[config.mk]
export PLATFORM = sky130hd
export DESIGN_NAME = apb_param_stager
export DESIGN_NICKNAME = d
export VERILOG_FILES = /design/src/rtl/apb_param_stager.sv
export SDC_FILE = /design/constraint.sdc
export NUM_CORES = 1
export LEC_CHECK = 0
export BUFFER_PORTS_ARGS = -buffer_cell sky130_fd_sc_hd__buf_2
export CELL_PAD_IN_SITES_DETAIL_PLACEMENT = 0
export CELL_PAD_IN_SITES_GLOBAL_PLACEMENT = 1
export CORE_AREA = 2 2 231 233
export CTS_CLUSTER_SIZE = 10
export DETAILED_ROUTE_END_ITERATION = 10
export DIE_AREA = 0 0 233 235
export PLACE_DENSITY_LB_ADDON = 0.1
export SYNTH_ARGS = -nofsm -noshare
export SYNTH_HDL_FRONTEND = slang
export SYNTH_SLANG_ARGS = --single-unit
[constraint.sdc]
create_clock -name clk -period 6.55 [get_ports clk]
set_clock_uncertainty 0.05 [all_clocks]
set_input_delay 0.9825 -clock clk [delete_from_list [all_inputs] [get_ports clk]]
set_output_delay 0.9825 -clock clk [all_outputs]
set_load 0.05 [all_outputs]
[src/rtl/apb_param_stager.sv]
// APB slave staging per-slave timer parameter words in shadow registers;
// a CTRL commit pulses en_o so the parameter bank loads all words at once.
module apb_param_stager #(
  parameter int               WIDTH       = 32,
  parameter int               NUM_SLAVE   = 8,
  parameter int               ADDR_W      = 8,
  parameter int               WAIT_CYCLES = 0,
  parameter logic [WIDTH-1:0] RESET_VAL   = '0
) (
  input  logic                         clk,
  input  logic                         rst_n,
  input  logic                         psel,
  input  logic                         penable,
  input  logic                         pwrite,
  input  logic [ADDR_W-1:0]            paddr,
  input  logic [31:0]                  pwdata,
  input  logic [3:0]                   pstrb,
  output logic [31:0]                  prdata,
  output logic                         pready,
  output logic                         pslverr,
  output logic [NUM_SLAVE*WIDTH-1:0]   d_o,
  output logic                         en_o,
  input  logic [NUM_SLAVE*WIDTH-1:0]   q_i
);

  // state  | meaning
  // IDLE   | no transfer in progress, waiting for a setup phase
  // ACCESS | transfer decoded, counting wait states until pready

  localparam int         NUM_BYTES = WIDTH / 8;
  localparam logic [2:0] WAIT_LAST = 3'(WAIT_CYCLES);

  typedef enum logic {IDLE, ACCESS} state_t;

  state_t           state;
  logic [2:0]       wait_cnt;
  logic [WIDTH-1:0] shadow [NUM_SLAVE];
  logic             dirty;
  logic [7:0]       commit_cnt;

  logic [7:0]  addr_lo;
  logic [3:0]  idx;
  logic        hi_zero;
  logic        idx_ok;
  logic        is_shadow;
  logic        is_live;
  logic        is_ctrl;
  logic        is_status;
  logic        err;
  logic [31:0] rd_val;
  logic [31:0] resp_data;
  logic        do_commit;

  // Address decode; every bit above the 8-bit map must be zero to hit a register
  always_comb begin
    addr_lo   = paddr[7:0];
    idx       = addr_lo[5:2];
    hi_zero   = ((paddr >> 8) == '0);
    idx_ok    = (int'(idx) < NUM_SLAVE);
    is_shadow = hi_zero && (addr_lo[7:6] == 2'b00);
    is_live   = hi_zero && (addr_lo[7:6] == 2'b01);
    is_ctrl   = hi_zero && (addr_lo == 8'h80);
    is_status = hi_zero && (addr_lo == 8'h84);
    err = (addr_lo[1:0] != 2'b00)
        || ((is_shadow || is_live) && !idx_ok)
        || !(is_shadow || is_live || is_ctrl || is_status)
        || (pwrite && (is_live || is_status))
        || (!pwrite && is_ctrl);
  end

  always_comb begin
    rd_val = 32'h0;
    for (int i = 0; i < NUM_SLAVE; i++) begin
      if (is_shadow && int'(idx) == i) rd_val = 32'(shadow[i]);
      if (is_live && int'(idx) == i)   rd_val = 32'(q_i[i*WIDTH +: WIDTH]);
    end
    if (is_status) rd_val = {16'h0, commit_cnt, 7'h0, dirty};
    resp_data = (!pwrite && !err) ? rd_val : 32'h0;
    do_commit = pwrite && !err && is_ctrl && pwdata[0] && pstrb[0];
  end

  always_ff @(posedge clk or negedge rst_n) begin
    if (!rst_n) begin
      state      <= IDLE;
      wait_cnt   <= 3'd0;
      prdata     <= 32'h0;
      pready     <= 1'b0;
      pslverr    <= 1'b0;
      en_o       <= 1'b0;
      dirty      <= 1'b0;
      commit_cnt <= 8'h0;
      for (int i = 0; i < NUM_SLAVE; i++) shadow[i] <= RESET_VAL;
    end else begin
      en_o <= 1'b0;
      case (state)
        IDLE: begin
          pready  <= 1'b0;
          pslverr <= 1'b0;
          prdata  <= 32'h0;
          if (psel && !penable) begin
            state    <= ACCESS;
            wait_cnt <= 3'd0;
            if (WAIT_LAST == 3'd0) begin
              pready  <= 1'b1;
              pslverr <= err;
              prdata  <= resp_data;
            end
          end
        end
        ACCESS: begin
          if (!psel) begin
            // Abort: master withdrew the transfer, nothing is written
            state   <= IDLE;
            pready  <= 1'b0;
            pslverr <= 1'b0;
            prdata  <= 32'h0;
          end else if (pready) begin
            if (penable) begin
              state   <= IDLE;
              pready  <= 1'b0;
              pslverr <= 1'b0;
              prdata  <= 32'h0;
              if (pwrite && !err && is_shadow) begin
                dirty <= 1'b1;
                for (int i = 0; i < NUM_SLAVE; i++) begin
                  for (int b = 0; b < NUM_BYTES; b++) begin
                    if (int'(idx) == i && pstrb[b])
                      shadow[i][b*8 +: 8] <= pwdata[b*8 +: 8];
                  end
                end
              end
              if (do_commit) begin
                en_o       <= 1'b1;
                dirty      <= 1'b0;
                commit_cnt <= commit_cnt + 8'd1;
              end
            end
          end else begin
            wait_cnt <= wait_cnt + 3'd1;
            if ((wait_cnt + 3'd1) == WAIT_LAST) begin
              pready  <= 1'b1;
              pslverr <= err;
              prdata  <= resp_data;
            end
          end
        end
        default: state <= IDLE;
      endcase
    end
  end

  for (genvar g = 0; g < NUM_SLAVE; g++) begin : g_dout
    assign d_o[g*WIDTH +: WIDTH] = shadow[g];
  end

endmodule

=== Yosys cells after proc, flatten, opt, wreduce, memory -nomap -nowiden ===
Index checks and enable logic that the tools add are counted.

* Input bits: 305
* Word-level logic and storage cells: 221
* Bits in writable memories: 0
* Memories: 0
* Register bits after elaboration: 304
* ROM bits: 0
* Bits in latches: 0
* Output and inout port bits: 291

* $add $sub $neg: 2
* Divide/modulo/power cells: 0
* Reductions and logical operators: 112
* Equal/unequal tests: 15
* Muxes and demuxes: 50
* Shift operators: 0
* Magnitude comparators: 1
* $mul: 0
* Bitwise operators: 1

{| class="wikitable"
|+ Operator list
! kind !! number
|-
| 2-to-1 mux 32 bit || 23
|-
| AND reduction 6 bit || 32
|-
| one-hot mux 32 bit (2 select lines) || 1
|-
| logical AND 1 bit || 58
|-
| 2-to-1 mux 1 bit || 19
|-
| == test 4 bit, second input constant || 4
|-
| == test 8 bit, second input constant || 2
|-
| AND reduction 5 bit || 2
|-
| 2-to-1 mux 3 bit || 3
|-
| adder 8 x 1 -> 8 bit, second input constant || 1
|-
| == test 4 x 3 -> 1 bit, second input constant || 2
|-
| logical OR 1 bit || 8
|-
| inequality test 2 bit, second input constant || 3
|-
| one-hot mux 1 bit (2 select lines) || 3
|-
| one-hot mux 3 bit (2 select lines) || 1
|-
| zero test 1 bit || 5
|-
| == test 4 x 2 -> 1 bit, second input constant || 1
|-
| zero test 4 bit || 1
|-
| < comparator 4 bit, second input constant || 1
|-
| inequality test 4 x 3 -> 1 bit, second input constant || 1
|-
| inequality test 4 bit, second input constant || 1
|-
| nonzero test 2 bit || 2
|-
| adder 3 x 1 -> 3 bit, second input constant || 1
|-
| zero test 3 bit || 1
|-
| 5 further kinds || 5
|}

=== Longest topological paths before layout ===
Gate-level depths: netlist of run 1.

* Depth after elaboration: 24
* Gate-level depth with buffers: 10
* Gate-level depth less buffers: 8

=== Worst setup path before layout of run 1 ===
Ideal clock, no wire load.

* Kind: in2reg
* From: in paddr[4]
* To: reg commit_cnt[1]
* Arrival: 3.128 ns
* Slack: 3.247 ns
* Library setup time: 0.125 ns
* Path buffers: 3
* Cell stages on the path: 8
* Cells stage by stage: buf_6 > or4b_4 > a2111oi_4 > and3_1 > buf_6 > and2b_1 > buf_6 > mux2_2

* Longest elaborated chain between the ends: 13
* Elaborated cells on any way between the ends: 21
* Classes of those cells: 1 x order compare; 2 x eq/ne; 18 x reduce/logical

{| class="wikitable"
|+ Ends and longest elaborated chain
! item !! line !! source
|-
| start: declaration || 15 || <nowiki>input logic [ADDR_W-1:0] paddr,</nowiki>
|-
| < comparator 4 bit / == test 8 bit (equally long branches) || 59, 62 ||
|-
| zero test 1 bit / logical OR 1 bit (equally long branches) || 65, 66 ||
|-
| logical AND 1 bit / logical OR 1 bit (equally long branches) || 65, 66 ||
|-
| logical OR 1 bit / zero test 1 bit (equally long branches) || 65, 66 ||
|-
| logical OR 1 bit || 66 || <nowiki>|| !(is_shadow || is_live || is_ctrl || is_status)</nowiki>
|-
| logical OR 1 bit || 67 || <nowiki>|| (pwrite && (is_live || is_status))</nowiki>
|-
| logical OR 1 bit || 68 || <nowiki>|| (!pwrite && is_ctrl);</nowiki>
|-
| zero test 1 bit || 79 || <nowiki>do_commit = pwrite && !err && is_ctrl && pwdata[0] && pstrb[0];</nowiki>
|-
| logical AND 1 bit || 79 ||
|-
| logical AND 1 bit (*) (3 in series) || 79 ||
|-
| AND reduction 5 bit (no line) (*) || -- ||
|-
| end signal: assignment || 135 || <nowiki>commit_cnt <= commit_cnt + 8'd1;</nowiki>
|-
| end: declaration || 39 || <nowiki>logic [7:0] commit_cnt;</nowiki>
|}

Mark *: on every way between the ends. The rest lies on a longest branch, timed or not.
A chain may end at the register's enable or synchronous reset.

=== Final worst setup path of run 1 ===
* From: in paddr[6]
* To: reg prdata[29]

* Longest elaborated chain between the ends: 24
* Elaborated cells on any way between the ends: 57
* Classes of those cells: 3 x eq/ne; 23 x mux; 31 x reduce/logical

{| class="wikitable"
|+ Ends and longest elaborated chain
! item !! line !! source
|-
| zero test 2 bit || 60 || <nowiki>is_shadow = hi_zero && (addr_lo[7:6] == 2'b00);</nowiki>
|-
| logical AND 1 bit || 74 || <nowiki>if (is_shadow && int'(idx) == i) rd_val = 32'(shadow[i]);</nowiki>
|-
| 2-to-1 mux 32 bit || 74 ||
|-
| 2-to-1 mux 32 bit || 75 || <nowiki>if (is_live && int'(idx) == i) rd_val = 32'(q_i[i*WIDTH +: WIDTH]);</nowiki>
|-
| 2-to-1 mux 32 bit || 74 ||
|-
| 2-to-1 mux 32 bit || 75 ||
|-
| 2-to-1 mux 32 bit || 74 ||
|-
| 2-to-1 mux 32 bit || 75 ||
|-
| [8 not listed] || -- ||
|-
| 2-to-1 mux 32 bit || 74 ||
|-
| 2-to-1 mux 32 bit || 75 ||
|-
| 2-to-1 mux 32 bit || 77 || <nowiki>if (is_status) rd_val = {16'h0, commit_cnt, 7'h0, dirty};</nowiki>
|-
| 2-to-1 mux 32 bit (*) || 78 || <nowiki>resp_data = (!pwrite && !err) ? rd_val : 32'h0;</nowiki>
|-
| 2-to-1 mux 32 bit || 140 || <nowiki>if ((wait_cnt + 3'd1) == WAIT_LAST) begin</nowiki>
|-
| 2-to-1 mux 32 bit || 117 || <nowiki>end else if (pready) begin</nowiki>
|-
| 2-to-1 mux 32 bit || 111 || <nowiki>if (!psel) begin</nowiki>
|-
| one-hot mux 32 bit (2 select lines) (*) || 95 || <nowiki>case (state)</nowiki>
|-
| end signal: assignment || 106 || <nowiki>prdata <= resp_data;</nowiki>
|-
| end signal: assignment || 143 || <nowiki>prdata <= resp_data;</nowiki>
|-
| end: declaration || 18 || <nowiki>output logic [31:0] prdata,</nowiki>
|}

Mark *: on every way between the ends. The rest lies on a longest branch, timed or not. The select of a mux whose other input is x is not followed.

==> results.sh, run 1 <==
export IMPL_outcome="finished clean"
export IMPL_num_vias=15910
export IMPL_intPower_mw=3.264
export IMPL_area_growth_pct=33.02
export IMPL_netlist_area_mm2=0.01573
export IMPL_hold_viol_final=0
export IMPL_top_usage_layer="met2"
export IMPL_core_area_mm2=0.05224
export IMPL_period_share=0.6459
export IMPL_port_buffer_count=595
export IMPL_ctsResizeCount=0
export IMPL_grt_overflow_total=0
export IMPL_dpl_cell_area_mm2=0.01966
export IMPL_grt_max_degree=152
export IMPL_synth_yosys_seq_area_share=0.4835
export IMPL_ant_nets=0
export IMPL_clock_power_share=0.488
export IMPL_setup_viol_count_final=0
export IMPL_root_buffer="clkbuf_16"
export IMPL_layoutNonFillerInstCount=2693
export IMPL_grt_use_met2=0.5201
export IMPL_fp_row_count=84
export IMPL_dr_pass1_iters=6
export IMPL_drc=0
export IMPL_cp_start_kind="input port"
export IMPL_initial_core_util=0.3012
export IMPL_postCtsHoldBufs=0
export IMPL_met1_usage=0.4543
export IMPL_rsz0062_at_grt="no"
export IMPL_mostFrequentLayoutCells="buf_2, dfrtp_1, mux2_2"
export IMPL_cts_tree="built"
export IMPL_fillers=5317
export IMPL_max_freq_mhz=236.4
export IMPL_r2r_end="prdata[11]$_DFFE_PN0P_"
export IMPL_ys_types=74
export IMPL_power_switching_mw=1.124
export IMPL_grt_pass1_wl_mm=129.2
export IMPL_track_usage=0.3345
export IMPL_placedCellCount=2615
export IMPL_cts_buffers=40
export IMPL_reg2reg_from="state$_DFF_PN0_"
export IMPL_holdWs_ns=0.2459
export IMPL_avgSynthCellArea_um2=11.40
export IMPL_p_leak_nw=10.71
export IMPL_use_met3=0.07172
export IMPL_min_path_type="input port to async pin"
export IMPL_maxCapViolCount=0
export IMPL_tightest_slew_ns=1.220
export IMPL_die_x_um=233
export IMPL_cts_sinks=304
export IMPL_ios=596
export IMPL_cp_arrival_ns=4.63
export IMPL_drtIter0Drc=1624
export IMPL_cellPowerDensity_mw_per_mm2=209.7
export IMPL_ys_ff_latch=304
export IMPL_nets=2277
export IMPL_hpwlAfterDp_mm=69.17
export IMPL_clk_pin_slew_ns=0.06
export IMPL_synth_edf_count=0
export IMPL_insertion_delay_ns=0.55
export IMPL_wl_mm=93.36
export IMPL_post_cts_setup_buffer_count=0
export IMPL_drv_slew=0
export IMPL_pre_cts_ws_ns=1.815
export IMPL_required_ns=6.95
export IMPL_endpoint_kind="register"
export IMPL_synthArstFlopShare=1.000
export IMPL_peakVddDrop_mv=0.1301
export IMPL_max_slew_margin=0.1655
export IMPL_tns_ns=0
export IMPL_r2r_setup_slack_ns=3.53
export IMPL_clockBufferDepth=3
export IMPL_synth_fp_nets=1688
export IMPL_layout_drive_gt1_share=0.5080
export IMPL_combPwrFrac=0.081
export IMPL_worstPathMaxFanout=36
export IMPL_ys_flop_type="dfrtp_1"
export IMPL_antenna_found_initial=18
export IMPL_wl_per_cell_um=34.67
export IMPL_routabilityCongestion=0.9003
export IMPL_fin_crit_ns=4.231
export IMPL_die_h_um=235
export IMPL_final_common_cell="buf_2"
export IMPL_critPathKind="input port to register"
export IMPL_h_tree_depth=2
export IMPL_swShare=0.2562
export IMPL_setup_slack_ns=2.319
export IMPL_reg2reg_depth=6
export IMPL_routed_via_density=5.909
export IMPL_seq_power_share=0.431
export IMPL_grt_pass1_vias=16170
export IMPL_yosysWarningCount=0
export IMPL_finalInstanceArea_mm2=0.02093
export IMPL_die_area_mm2=0.05476
export IMPL_netlist_instances=1380
==> state kept, by name, summed over array words and instances (netlist names) <==
register / cells
d_o: 256
prdata: 32
commit_cnt: 8
wait_cnt: 3
dirty: 1
en_o: 1
pready: 1
pslverr: 1
state: 1
==> logic make-up after synthesis <==
group                      synth area share
muxes                                0.1892
AOI/OAI and AO/OA                    0.1789
buffers and inverters               0.02322
adders and majority gates          0.002386
and+or+nand+nor                      0.1178
xor gates and xnor gates           0.005011
DFF                                  0.4835
==> area by class of cell <==
| cell class | instances | area, um2 | area share |
|---|---|---|---|
| Multi-Input combinational cell | 989 | 7906 | 0.3778 |
| Sequential cell | 304 | 7607 | 0.3635 |
| Timing Repair Buffer | 629 | 3268 | 0.1562 |
| Clock buffer | 60 | 1167 | 0.05578 |
| Tap cell | 688 | 860.8 | 0.04113 |
| Clock inverter | 7 | 71.32 | 0.003408 |
| Antenna cell | 11 | 27.53 | 0.001315 |
| Inverter | 5 | 18.77 | 0.0008968 |
==> layer usage <==
metal | routed length, um | vias up
li1 | - | 6591
met1 | 39730 | 8277
met2 | 42650 | 849
met3 | 7343 | 182
met4 | 3543 | 14
met5 | 89 | -
==> worst max-delay path: stages <==
cell and delay, ns:
buf_2 0.64, or4_1 0.53, o22ai_1 0.39, a2111oi_0 1.13
and3_1 0.33, o21ai_0 0.20, a221o_1 0.38
==> through the flow <==
stage,power [mW],utilization
detailed placement,2.273,0.3764
global placement,2.272,0.3764
finish,4.388,0.4006
global route,4.522,0.4005
CTS,4.412,0.4001
floorplan,2.019,-
==> power groups by stage <==
stage               logic, mW  registers, mW  clock network (mW)
detailed placement      0.350           1.92                   0
floorplan              0.0930           1.93                   0
finish                  0.355           1.89                2.14
global placement        0.349           1.92                   0
CTS                     0.351           1.89                2.17
global route            0.374           1.89                2.26
==> worst max path at each step <==
stage | start | end | slack [ns]
4_1_cts | paddr[6] | prdata[29]$_DFFE_PN0P_ | 2.40
6_report | paddr[6] | prdata[29]$_DFFE_PN0P_ | 2.32
3_5_place_dp | paddr[6] | prdata[29]$_DFFE_PN0P_ | 1.82
5_1_grt | paddr[6] | prdata[29]$_DFFE_PN0P_ | 2.39
3_3_place_gp | paddr[6] | prdata[29]$_DFFE_PN0P_ | 1.88
2_1_floorplan | paddr[4] | commit_cnt[1]$_DFFE_PN0P_ | 3.25
==> Yosys cell counts (21+ instances only) <==
cell type	instances	area (um2)
a21oi_1	61	305.3
a221oi_1	29	254.0
a22oi_1	89	668.1
and3_1	29	181.4
clkbuf_1	65	244.0
dfrtp_1	304	7607
mux2_2	255	2872
nand2_1	66	247.7
nand3_1	21	105.1
nor2_1	76	285.3
nor2_4	24	270.3
nor3_1	22	110.1
o21ai_0	46	230.2
o221ai_1	22	192.7
o22ai_1	30	187.7
No activity file was read; power rests on OpenSTA's default activity.
==> inputs of run 2 (changes only) <==
ABC_AREA = 1   (was default)
CORE_AREA = 2 2 233 235   (was 2 2 231 233)
DIE_AREA = 0 0 235 237   (was 0 0 233 235)
clock period = 4.09 ns   (was 6.55 ns; I/O delays follow)
==> run 2 against run 1 <==
Sequential share of layout area down 1.6 points. Clock-buffer cell count down 4. Sequential power up 60%. Synthesized cell count up 49%. Critical path type unchanged. Via count up 1.9%.
==> results.sh, run 2 <==
export IMPL_outcome="finished clean"
export IMPL_synth_common_cells="nand2_1, inv_1, dfrtp_1"
export IMPL_die_x_um=235
export IMPL_finalInstanceArea_mm2=0.02186
export IMPL_ant_nets=0
export IMPL_min_path_type="input port to async pin"
export IMPL_dr_pass1_iters=5
export IMPL_root_buffer="clkbuf_16"
export IMPL_synth_fp_nets=2363
export IMPL_swShare=0.2538
export IMPL_max_freq_mhz=362.7
export IMPL_crit_chain="buf_2 > inv_2 > nand2_1 > nor2_2 > inv_1 > o21ai_0 > nand4_1 > o21ai_0 > nand4_1 > nand2_1 > nand4_1 > nand2_1 > nand2_1"
export IMPL_largest_reg_flops=256
export IMPL_ios=596
export IMPL_die_area_mm2=0.05570
export IMPL_track_usage=0.2845
export IMPL_max_stage_delay_ns=0.49
export IMPL_drc=0
export IMPL_clockBufferDepth=3
export IMPL_cp_start_kind="input port"
export IMPL_reg2reg_from="wait_cnt[0]$_DFFE_PN0P_"
export IMPL_fin_util=0.4104
export IMPL_netlist_area_mm2=0.01683
export IMPL_postCtsHoldBufs=0
export IMPL_drtIter0Drc=913
export IMPL_netlist_instances=2055
export IMPL_ys_types=32
export IMPL_num_vias=16210
export IMPL_endpoint_kind="register"
export IMPL_insertion_delay_ns=0.56
export IMPL_clk_pin_slew_ns=0.06
export IMPL_cp_arrival_ns=3.16
export IMPL_cellPowerDensity_mw_per_mm2=317.6
export IMPL_critical_path_most_common_cell="nand2_1"
export IMPL_synth_edf_count=0
export IMPL_initial_core_util=0.3158
export IMPL_final_common_cell="buf_2"
export IMPL_ys_ff_latch=304
export IMPL_seq_power_share=0.436
export IMPL_startpoint="paddr[7]"
export IMPL_tightest_slew_ns=1.032
export IMPL_power_mw=6.945
export IMPL_drv_slew=0
export IMPL_hpwlAfterDp_mm=63.09
export IMPL_ctsResizeCount=0
export IMPL_grt_pass1_wl_mm=115.4
export IMPL_grt_pass1_vias=16480
export IMPL_post_cts_setup_buffer_count=0
export IMPL_wl_mm=80.76
export IMPL_intPower_mw=5.182
export IMPL_nets=2933
export IMPL_power_switching_mw=1.763
export IMPL_port_buffer_count=595
export IMPL_cts_buffers=40
export IMPL_crit_slowest_cell="o21ai_0"
export IMPL_h_tree_depth=2
export IMPL_wl_per_cell_um=24.08
export IMPL_rsz0062_at_grt="no"
export IMPL_ys_flop_type="dfrtp_1"
export IMPL_routed_via_density=4.834
export IMPL_combPwrFrac=0.075
export IMPL_core_area_mm2=0.05328
export IMPL_routabilityCongestion=0.9302
export IMPL_period_share=0.6742
export IMPL_p_leak_nw=13.31
export IMPL_fin_crit_ns=2.757
export IMPL_max_slew_margin=0.3086
export IMPL_synth_area_top_cells="dfrtp_1, mux2i_1, nand2_1, inv_1, a21oi_1"
export IMPL_mostFrequentLayoutCells="buf_2, nand2_1, inv_1"
export IMPL_critPathKind="input port to register"
export IMPL_grt_overflow_total=0
export IMPL_synthArstFlopShare=1.000
export IMPL_dpl_cell_area_mm2=0.02063
export IMPL_cts_sinks=304
export IMPL_die_h_um=237
export IMPL_synth_yosys_seq_area_share=0.4521
export IMPL_fp_row_count=85
export IMPL_antenna_found_initial=26
export IMPL_cts_tree="built"
export IMPL_yosysMostFrequentCell="nand2_1"
export IMPL_peakVddDrop_mv=0.2372
export IMPL_worstPathMaxFanout=19
export IMPL_synth_top_area_share=0.4521
export IMPL_avgSynthCellArea_um2=8.189
export IMPL_required_ns=4.49
export IMPL_area_growth_pct=29.94
export IMPL_holdWs_ns=0.006806
export IMPL_synth_top_area_cell="dfrtp_1"
export IMPL_grt_max_degree=93
export IMPL_hold_viol_final=0
export IMPL_maxCapViolCount=0
export IMPL_clock_power_share=0.489
export IMPL_setup_viol_count_final=0
export IMPL_layout_drive_gt1_share=0.2962
export IMPL_tns_ns=0
export IMPL_yosysWarningCount=0
[run 2: power groups by stage]
stage | Combinational (mW) | Sequential, mW | Clock (mW)
floorplan | 0.157 | 3.09 | 0
global placement | 0.530 | 3.08 | 0
detailed placement | 0.533 | 3.08 | 0
CTS | 0.534 | 3.03 | 3.47
global route | 0.567 | 3.03 | 3.58
finish | 0.519 | 3.03 | 3.40
[run 2: final cells by class]
cell class	count	area (um2)
Multi-Input combinational cell	1289	7510
Inverter	362	1359
Clock buffer	56	1142
Fill cell	5654	31420
Clock inverter	8	65.06
Antenna cell	10	25.02
Sequential cell	304	7607
Timing Repair Buffer	628	3286
Tap cell	696	870.8
[run 2: routing by layer]
layer,wire (um),global-route usage
met3,5856,0.07379
met5,146,0
met2,40740,0.4996
met1,31360,0.3349
met4,2659,0.1007
[run 2: worst paths after layout]
path                                          endpoint  slack, ns  cells after the start
worst max register to register  prdata[29]$_DFFE_PN0P_       1.51                     11
worst max-delay path            prdata[25]$_DFFE_PN0P_       1.33                     13
worst min-delay path               d_o[12]$_DFFE_PN0P_      0.007                      1
max in group asynchronous         d_o[228]$_DFFE_PN0P_       2.96                      2
min in group clk                       state$_DFF_PN0_       0.29                      4
worst min register to register   prdata[9]$_DFFE_PN0P_       0.42                      2
[run 2: metrics by stage]
| step | std cells | setup slack (ns) |
|---|---|---|
| floorplan | 2055 | 1.743 |
| global placement | 3279 | 0.7637 |
| detailed placement | 3279 | 0.7186 |
| CTS | 3343 | 1.313 |
| global route | 3349 | 1.035 |
| finish | 3353 | 1.333 |
[run 2: worst max-delay path, delay by kind of cell]
kind / cells / cell delay, ns
simple gates: 8 / 1.31
compound gates: 2 / 0.67
buf+inv: 3 / 0.55
[run 2: cells by family (layout without fill, tap and decap cells)]
kind of cell	Yosys count	count (layout)	share of synthesized area
AOI/OAI and AO/OA	232	232	0.07027
xor gates and xnor gates	6	6	0.003123
adders and majority gates	3	3	0.002231
buffers and inverters	462	1054	0.1058
DFF	304	304	0.4521
muxes	224	224	0.1332
other	0	10	0
and+or+nand+nor	824	824	0.2333
